===== config.mk =====
export PLATFORM = sky130hd
export DESIGN_NAME = hd_handshake_buffer
export DESIGN_NICKNAME = d
export VERILOG_FILES = /design/src/rtl/hd_handshake_buffer.sv
export SDC_FILE = /design/constraint.sdc
export NUM_CORES = 1
export LEC_CHECK = 0
export CAP_MARGIN = 25
export CORE_AREA = 2 2 48 68
export DETAILED_ROUTE_END_ITERATION = 7
export DIE_AREA = 0 0 50 70
export HOLD_SLACK_MARGIN = 0.05
export SETUP_SLACK_MARGIN = 0.02
export SLEW_MARGIN = 20
export SYNTH_ARGS = -nofsm -noshare
export SYNTH_HDL_FRONTEND = slang
export SYNTH_SLANG_ARGS = --single-unit

===== constraint.sdc =====
create_clock -name clk -period 2.4 [get_ports clk]
set_clock_uncertainty 0.2 [all_clocks]
set_input_delay 0.48 -clock clk [delete_from_list [all_inputs] [get_ports clk]]
set_output_delay 0.48 -clock clk [all_outputs]
set_load 0.02 [all_outputs]

===== src/rtl/hd_handshake_buffer.sv =====
// Registered valid/ready stage: stores accepted words and presents them in FIFO order on data_dest.
// Latency: one cycle from accept to valid_output; data_dest is always driven from a register.
// Backpressure: ready_output drops when storage is full; HD_SKID_EN selects a 2-entry skid buffer with registered ready_output.
module hd_handshake_buffer #(
  parameter int DATA_WIDTH = 16
) (
  input  logic                  clk,
  input  logic                  rst,
  input  logic                  valid,
  input  logic [DATA_WIDTH-1:0] data_src,
  output logic                  ready_output,
  input  logic                  ready,
  output logic [DATA_WIDTH-1:0] data_dest,
  output logic                  valid_output
);

`ifdef HD_SKID_EN

  logic [DATA_WIDTH-1:0] r_head;
  logic [DATA_WIDTH-1:0] r_skid;
  logic [1:0]            r_count;
  logic                  r_rdy;
  logic                  w_accept;
  logic                  w_drain;
  logic [1:0]            w_count_nxt;

  // ready_output is a flop so the producer never sees a combinational path from the consumer's ready.
  assign ready_output = r_rdy;
  assign valid_output = (r_count != 2'd0);
  assign data_dest    = r_head;
  assign w_accept     = valid && r_rdy;
  assign w_drain      = (r_count != 2'd0) && ready;

  // Occupancy after this cycle's accept/drain; accept cannot happen at count 2.
  always_comb begin
    w_count_nxt = r_count;
    case ({w_accept, w_drain})
      2'b10:   w_count_nxt = r_count + 2'd1;
      2'b01:   w_count_nxt = r_count - 2'd1;
      default: w_count_nxt = r_count;
    endcase
  end

  // Head/skid data movement and occupancy; reset discards everything stored.
  always_ff @(posedge clk) begin
    if (!rst) begin
      r_head  <= '0;
      r_skid  <= '0;
      r_count <= 2'd0;
      r_rdy   <= 1'b1;
    end else begin
      r_count <= w_count_nxt;
      r_rdy   <= (w_count_nxt != 2'd2);
      case (r_count)
        2'd0: begin
          if (w_accept) r_head <= data_src;
        end
        2'd1: begin
          // Head leaving while a new word arrives: new word becomes head directly.
          if (w_accept && w_drain) r_head <= data_src;
          else if (w_accept)       r_skid <= data_src;
        end
        default: begin
          if (w_drain) r_head <= r_skid;
        end
      endcase
    end
  end

`else

  logic [DATA_WIDTH-1:0] r_head;
  logic                  r_vld;
  logic                  w_accept;
  logic                  w_drain;

  // Single entry: we can take a new word whenever the head is empty or leaving this cycle.
  assign ready_output = !r_vld || ready;
  assign valid_output = r_vld;
  assign data_dest    = r_head;
  assign w_accept     = valid && ready_output;
  assign w_drain      = r_vld && ready;

  // Head register: refill on accept (also covers accept+drain), clear valid on drain only.
  always_ff @(posedge clk) begin
    if (!rst) begin
      r_head <= '0;
      r_vld  <= 1'b0;
    end else if (w_accept) begin
      r_head <= data_src;
      r_vld  <= 1'b1;
    end else if (w_drain) begin
      r_vld  <= 1'b0;
    end
  end

`endif

endmodule


# After elaboration in Yosys (flattened, before gate mapping)

Index checks and enable logic that the tools add are counted.
Widths: inputs -> output; s select.

Flip-flop bits (word level): 17
Input bits: 20
Logic and storage cells: 9

Mux-type cells: 2
Reduce and logical (&&, ||, !) cells: 5

Operators by type and width:

| operator          | number |
|---|---|
| $logic_and 1x1->1 | 2 |
| $mux 1            | 2 |
| $reduce_bool 2->1 | 1 |
| $logic_not 1->1   | 1 |
| $logic_or 1x1->1  | 1 |

# Depth between registers and ports, before layout

Gate-level depths: netlist of the first run.

Word-level depth: 4
Mapped depth: 5

# Worst setup path before layout of the first run

No wires, ideal clock.

Kind: input -> register
Start point: input ready
End point: register r_head[0], in the netlist data_dest[0]
Library setup time: 0.118 ns
Arrival time: 1.179 ns
Path slack: 0.903 ns
Stages: 5
Buffers on the path: 2
Cell sequence: nand2b_4 and2_4 buf_6 buf_12 mux2i_1

Cells in the longest elaborated chain, start to end: 2

RTL lines:

| element              | RTL line | source |
|---|---|---|
| start, declared      | 12       | `input logic ready,` |
| $logic_or 1x1->1     | 78       | `assign ready_output = !r_vld \|\| ready;` |
| $logic_and 1x1->1    | 81       | `assign w_accept = valid && ready_output;` |
| end signal, assigned | 90       | `r_head <= data_src;` |
| end, declared        | 72       | `logic [DATA_WIDTH-1:0] r_head;` |

No other way between the ends.
A chain may end at the register's enable or synchronous reset.

# Worst setup path after layout of the first run

Start point: input ready
End point: output ready_output

Cells in the longest elaborated chain, start to end: 1

RTL lines:

| element          | RTL line | source |
|---|---|---|
| $logic_or 1x1->1 | 78       |  |
| end, declared    | 11       | `output logic ready_output,` |

No other way between the ends.

==> results of run 1 <==
power by group through the flow:
stage / logic (W) / clock network [W] / registers, W
global placement: 0.000140 / 0 / 0.000316
detailed placement: 0.000143 / 0 / 0.000316
global route: 0.000151 / 0.000240 / 0.000313
floorplan: 0.0000508 / 0 / 0.000340
CTS: 0.000143 / 0.000224 / 0.000310
finish: 0.000140 / 0.000210 / 0.000310
final cells by class:
type	count	area, um^2
flip-flops and latches	17	340.3
repair buffers	38	380.4
inverters	1	3.754
fillers	295	1844
clock buffers	4	45.04
well taps	39	48.80
multi-input cells	51	310.3
repair_timing:
action / CTS / global route
setup endpoints to repair: 0 / 1
resized for setup: 0 / 1
endpoints found under the hold margin: 0 / 0
cells by family after synthesis:
group,Yosys count,share of synthesized area [%]
flops,17,48.40
mux,16,22.78
compound gates,1,1.068
simple gates,34,20.29
buf+inv,7,7.473
layer usage:
layer  vias up  global-route usage, %  wire, um
met5         -                      0         0
met4         0                  3.704         0
met3         0                  2.564       113
met2        27                  14.33       696
met1       258                  11.17       612
li1        310                      -         -
critical path, stage by stage:
cell             delay [ps]
clkdlybuf4s50_1         450
nand2b_4                120
dlymetal6s2s_1          220
cell usage after synthesis:
cell / n
dfxtp_1: 17
inv_1: 1
nand2b_4: 1
a21boi_0: 1
buf_12: 1
and2_4: 1
nand2_1: 32
buf_6: 1
buf_2: 2
clkbuf_1: 2
mux2i_1: 16
per-stage QoR:
| step | utilization (%) | setup slack [ps] | instance area (um^2) | hold slack, ps |
|---|---|---|---|---|
| floorplan | - | 903.1 | 703.2 | 331.7 |
| global placement | 36.36 | 68.29 | 1081 | 241.5 |
| detailed placement | 36.36 | 58.64 | 1081 | 248.2 |
| CTS | 37.88 | 58.16 | 1126 | 263.7 |
| global route | 37.96 | 398.3 | 1129 | 282.0 |
| finish | 37.96 | 447.5 | 1129 | 257.9 |
registers in the layout, summed over array words and instances, names as in the netlist:
name          count
valid_output      1
data_dest        16
path summary, 6_finish.rpt:
path	slack, ps	to	from	depth (start not counted)
worst max register to register	1160	data_dest[5]$_SDFFE_PN0P_	valid_output$_SDFFE_PN0P_	3
worst min register to register	260	data_dest[2]$_SDFFE_PN0P_	data_dest[2]$_SDFFE_PN0P_	2
worst min-delay path	260	data_dest[2]$_SDFFE_PN0P_	data_dest[2]$_SDFFE_PN0P_	2
worst max-delay path	450	ready_output	ready	3
==> flow_metrics.env, run 1 <==
export IMPL_status="completed"
export IMPL_fin_crit_ps=1953
export IMPL_fin_tns_setup_ps=0
export IMPL_switching_share_pct=24.65
export IMPL_crit_required_ps=1720
export IMPL_drive_gt1_share_pct=5.405
export IMPL_crit_fanout=3
export IMPL_period_share_pct=81.36
export IMPL_syn_nets=95
export IMPL_viasPerCell=3.967
export IMPL_finalMaxSlewViolations=0
export IMPL_worstSkewPairLatency_ps=240
export IMPL_clock_power_share_pct=31.8
export IMPL_yosysWarnings=0
export IMPL_synthCells=75
export IMPL_hp_class="flop to flop"
export IMPL_gr_usage_all_layers_pct=9.003
export IMPL_post_drt_wl_per_cell_um=9.480
export IMPL_die_h_um=70
export IMPL_wl_um=1422
export IMPL_cp_start_kind="input port"
export IMPL_synth_cell_types=11
export IMPL_antenna_found_initial=0
export IMPL_cts_tree="built"
export IMPL_dp_cells=146
export IMPL_final_common_cell="clkdlybuf4s50_1"
export IMPL_power_per_cell_area_nw_per_um2=585.1
export IMPL_yosysTopAreaCellShare_pct=48.40
export IMPL_drtIter0Drc=6
export IMPL_synth_largest_area_cell="dfxtp_1"
export IMPL_antenna_left=0
export IMPL_fmax_mhz=512.2
export IMPL_rsz0062_at_grt="false"
export IMPL_grt_pass1_vias=568
export IMPL_die_w_um=50
export IMPL_dr_pass1_iters=4
export IMPL_dp_hpwl_um=1024
export IMPL_cts_setup_buffers=0
export IMPL_pwr_share_seq_pct=47.0
export IMPL_core_area_um2=2973
export IMPL_nets=132
export IMPL_grt_overflow_total=0
export IMPL_final_setup_viol_count=0
export IMPL_hold_viol=0
export IMPL_relSlewSlack_pct=79.84
export IMPL_cts_root_buffer_cell="clkbuf_8"
export IMPL_crit_type="input port to output pin"
export IMPL_cp_end_kind="output pin"
export IMPL_synth_area_leaders="dfxtp_1, mux2i_1, nand2_1"
export IMPL_p_comb_share_pct=21.2
export IMPL_dieArea_um2=3500
export IMPL_cts_htree_levels=1
export IMPL_layout_common_cells="clkdlybuf4s50_1, nand2_1, dfxtp_1, mux2i_1, clkbuf_8"
export IMPL_grt_pass1_wl_um=2477
export IMPL_cts_sinks=17
export IMPL_syn_to_final_growth_pct=60.50
export IMPL_portBuffers=37
export IMPL_ys_seq_elements=17
export IMPL_syn_area_per_cell_um2=9.376
export IMPL_total_power_w=0.0006604
export IMPL_clkTransAtPathRegs_ps=60
export IMPL_num_rows=24
export IMPL_cellLeakagePower_nw=0.4657
export IMPL_maxCapViolations=0
export IMPL_p_sw_w=0.0001628
export IMPL_drc=0
export IMPL_syn_cell_area_um2=703.2
export IMPL_final_cells=150
export IMPL_initial_utilization_pct=23.65
export IMPL_insertedDiodeCount=0
export IMPL_routed_via_count=595
export IMPL_ctsHoldBuffers=0
export IMPL_internal_power_w=0.0004976
export IMPL_place_congestion=0.6071
export IMPL_ir_worst_vdd_mv=0.2777
export IMPL_cts_path_max_buffers=2
export IMPL_arrival_ps=1270
export IMPL_cts_buffers_inserted=3
export IMPL_grt_max_degree=34
export IMPL_io_pins=38
export IMPL_tightest_slew_ps=302.4
export IMPL_yosysSeqAreaShare_pct=48.40
Power figures use the tool's default switching activity.
==> run 2, diff against run 1 <==
Clock period 2.4 ns to 1.79 ns, I/O delays scaled along.
==> flow_metrics.env, run 2 (synthesized netlist as in run 1, its figures left out) <==
export IMPL_status="completed"
export IMPL_die_h_um=70
export IMPL_p_comb_share_pct=22.5
export IMPL_dr_pass1_iters=3
export IMPL_worstSkewPairLatency_ps=240
export IMPL_wl_um=1464
export IMPL_viasPerCell=4.092
export IMPL_syn_to_final_growth_pct=74.02
export IMPL_grt_pass1_wl_um=2539
export IMPL_nets=135
export IMPL_post_drt_wl_per_cell_um=9.569
export IMPL_fin_crit_ps=1741
export IMPL_cts_path_max_buffers=2
export IMPL_hold_viol=0
export IMPL_arrival_ps=1180
export IMPL_dp_cells=149
export IMPL_cellLeakagePower_nw=0.7330
export IMPL_multiInputGateArea_um2=310.3
export IMPL_drive_gt1_share_pct=8.772
export IMPL_period_share_pct=97.25
export IMPL_ir_worst_vdd_mv=0.3326
export IMPL_cp_end_kind="output pin"
export IMPL_crit_fanout=2
export IMPL_pwr_share_seq_pct=46.6
export IMPL_grt_max_degree=34
export IMPL_gr_usage_all_layers_pct=9.103
export IMPL_cts_setup_buffers=0
export IMPL_maxCapViolations=0
export IMPL_cts_htree_levels=1
export IMPL_portBuffers=37
export IMPL_fmax_mhz=574.5
export IMPL_cp_start_kind="input port"
export IMPL_grt_pass1_vias=615
export IMPL_final_common_cell="nand2_1"
export IMPL_cts_tree="built"
export IMPL_die_w_um=50
export IMPL_cts_sinks=17
export IMPL_num_rows=24
export IMPL_relSlewSlack_pct=84.71
export IMPL_place_congestion=0.6095
export IMPL_ctsHoldBuffers=0
export IMPL_crit_type="input port to output pin"
export IMPL_core_area_um2=2973
export IMPL_rsz0062_at_grt="false"
export IMPL_antenna_left=0
export IMPL_tightest_slew_ps=229.0
export IMPL_finalMaxSlewViolations=0
export IMPL_routed_via_count=626
export IMPL_dieArea_um2=3500
export IMPL_largest_register_ffs=16
export IMPL_insertedDiodeCount=0
export IMPL_cts_root_buffer_cell="clkbuf_8"
export IMPL_internal_power_w=0.0006770
export IMPL_clock_power_share_pct=30.9
export IMPL_antenna_found_initial=0
export IMPL_drc=0
export IMPL_switching_share_pct=24.15
export IMPL_fin_tns_setup_ps=0
export IMPL_initial_utilization_pct=23.65
export IMPL_cts_buffers_inserted=3
export IMPL_clkTransAtPathRegs_ps=60
export IMPL_crit_required_ps=1230
export IMPL_final_cells=153
export IMPL_drtIter0Drc=6
export IMPL_power_per_cell_area_nw_per_um2=729.4
export IMPL_fillers=300
export IMPL_dp_hpwl_um=1093
export IMPL_layout_common_cells="nand2_1, clkdlybuf4s50_1, dfxtp_1, mux2i_1, dlymetal6s2s_1"
export IMPL_final_setup_viol_count=0
export IMPL_p_sw_w=0.0002155
export IMPL_regArea_um2=340.3
export IMPL_hp_class="flop to flop"
export IMPL_io_pins=38
export IMPL_grt_overflow_total=0
[run 2: final timing paths]
path                             startpoint                        end  slack (ps)  depth (start not counted)
setup / recovery                      ready               ready_output          50                          3
hold / removal    data_dest[5]$_SDFFE_PN0P_  data_dest[5]$_SDFFE_PN0P_         250                          2
setup reg to reg  valid_output$_SDFFE_PN0P_  data_dest[9]$_SDFFE_PN0P_         490                          5
hold reg to reg   data_dest[5]$_SDFFE_PN0P_  data_dest[5]$_SDFFE_PN0P_         250                          2
[run 2: layout make-up]
type                            instances  area share [%]
Multi-Input combinational cell         51           25.36
Tap cell                               39           3.988
Sequential cell                        17           27.81
Clock buffer                            4           3.681
Inverter                                1          0.3067
Timing Repair Buffer                   41           38.85
[run 2: metrics by stage]
stage          hold WS, ps  setup WS [ps]  power (W)  util, %  area [um^2]
3_3_place_gp         241.6         -287.5  0.0006312    38.38         1141
3_5_place_dp         247.8         -299.0  0.0006346    38.38         1141
2_1_floorplan        296.8          349.6  0.0005236        -        703.2
4_1_cts              260.4          28.91  0.0009153    39.90         1186
6_report             254.8          49.23  0.0008925    41.16         1224
5_1_grt              273.2          24.46  0.0009451    41.16         1224
[run 2: per-layer routing]
layer | global-route usage, % | vias up | wire length (um) | part of all wire (%)
met1 | 10.28 | 287 | 575 | 39
met4 | 3.704 | 0 | 0 | 0
met3 | 2.564 | 0 | 126 | 8.6
li1 | - | 312 | - | -
met2 | 15.64 | 27 | 761 | 52
met5 | 0 | - | 0 | 0
[run 2: critical path, cell delays in order]
cell and delay (ps):
clkdlybuf4s50_1 460, nand2b_4 110, clkdlybuf4s15_2 250
[run 2: power groups by stage]
stage	Sequential, W	Clock (W)	Combinational, W
global route	0.000420	0.000310	0.000215
floorplan	0.000456	0	0.0000681
CTS	0.000417	0.000289	0.000209
finish	0.000416	0.000276	0.000201
detailed placement	0.000425	0	0.000210
global placement	0.000424	0	0.000207
[run 2: timing repair]
item / CTS / global route
endpoints found under the hold margin: 0 / 0
endpoints found under the setup margin: 2 / 15
gates resized for setup: 4 / 15
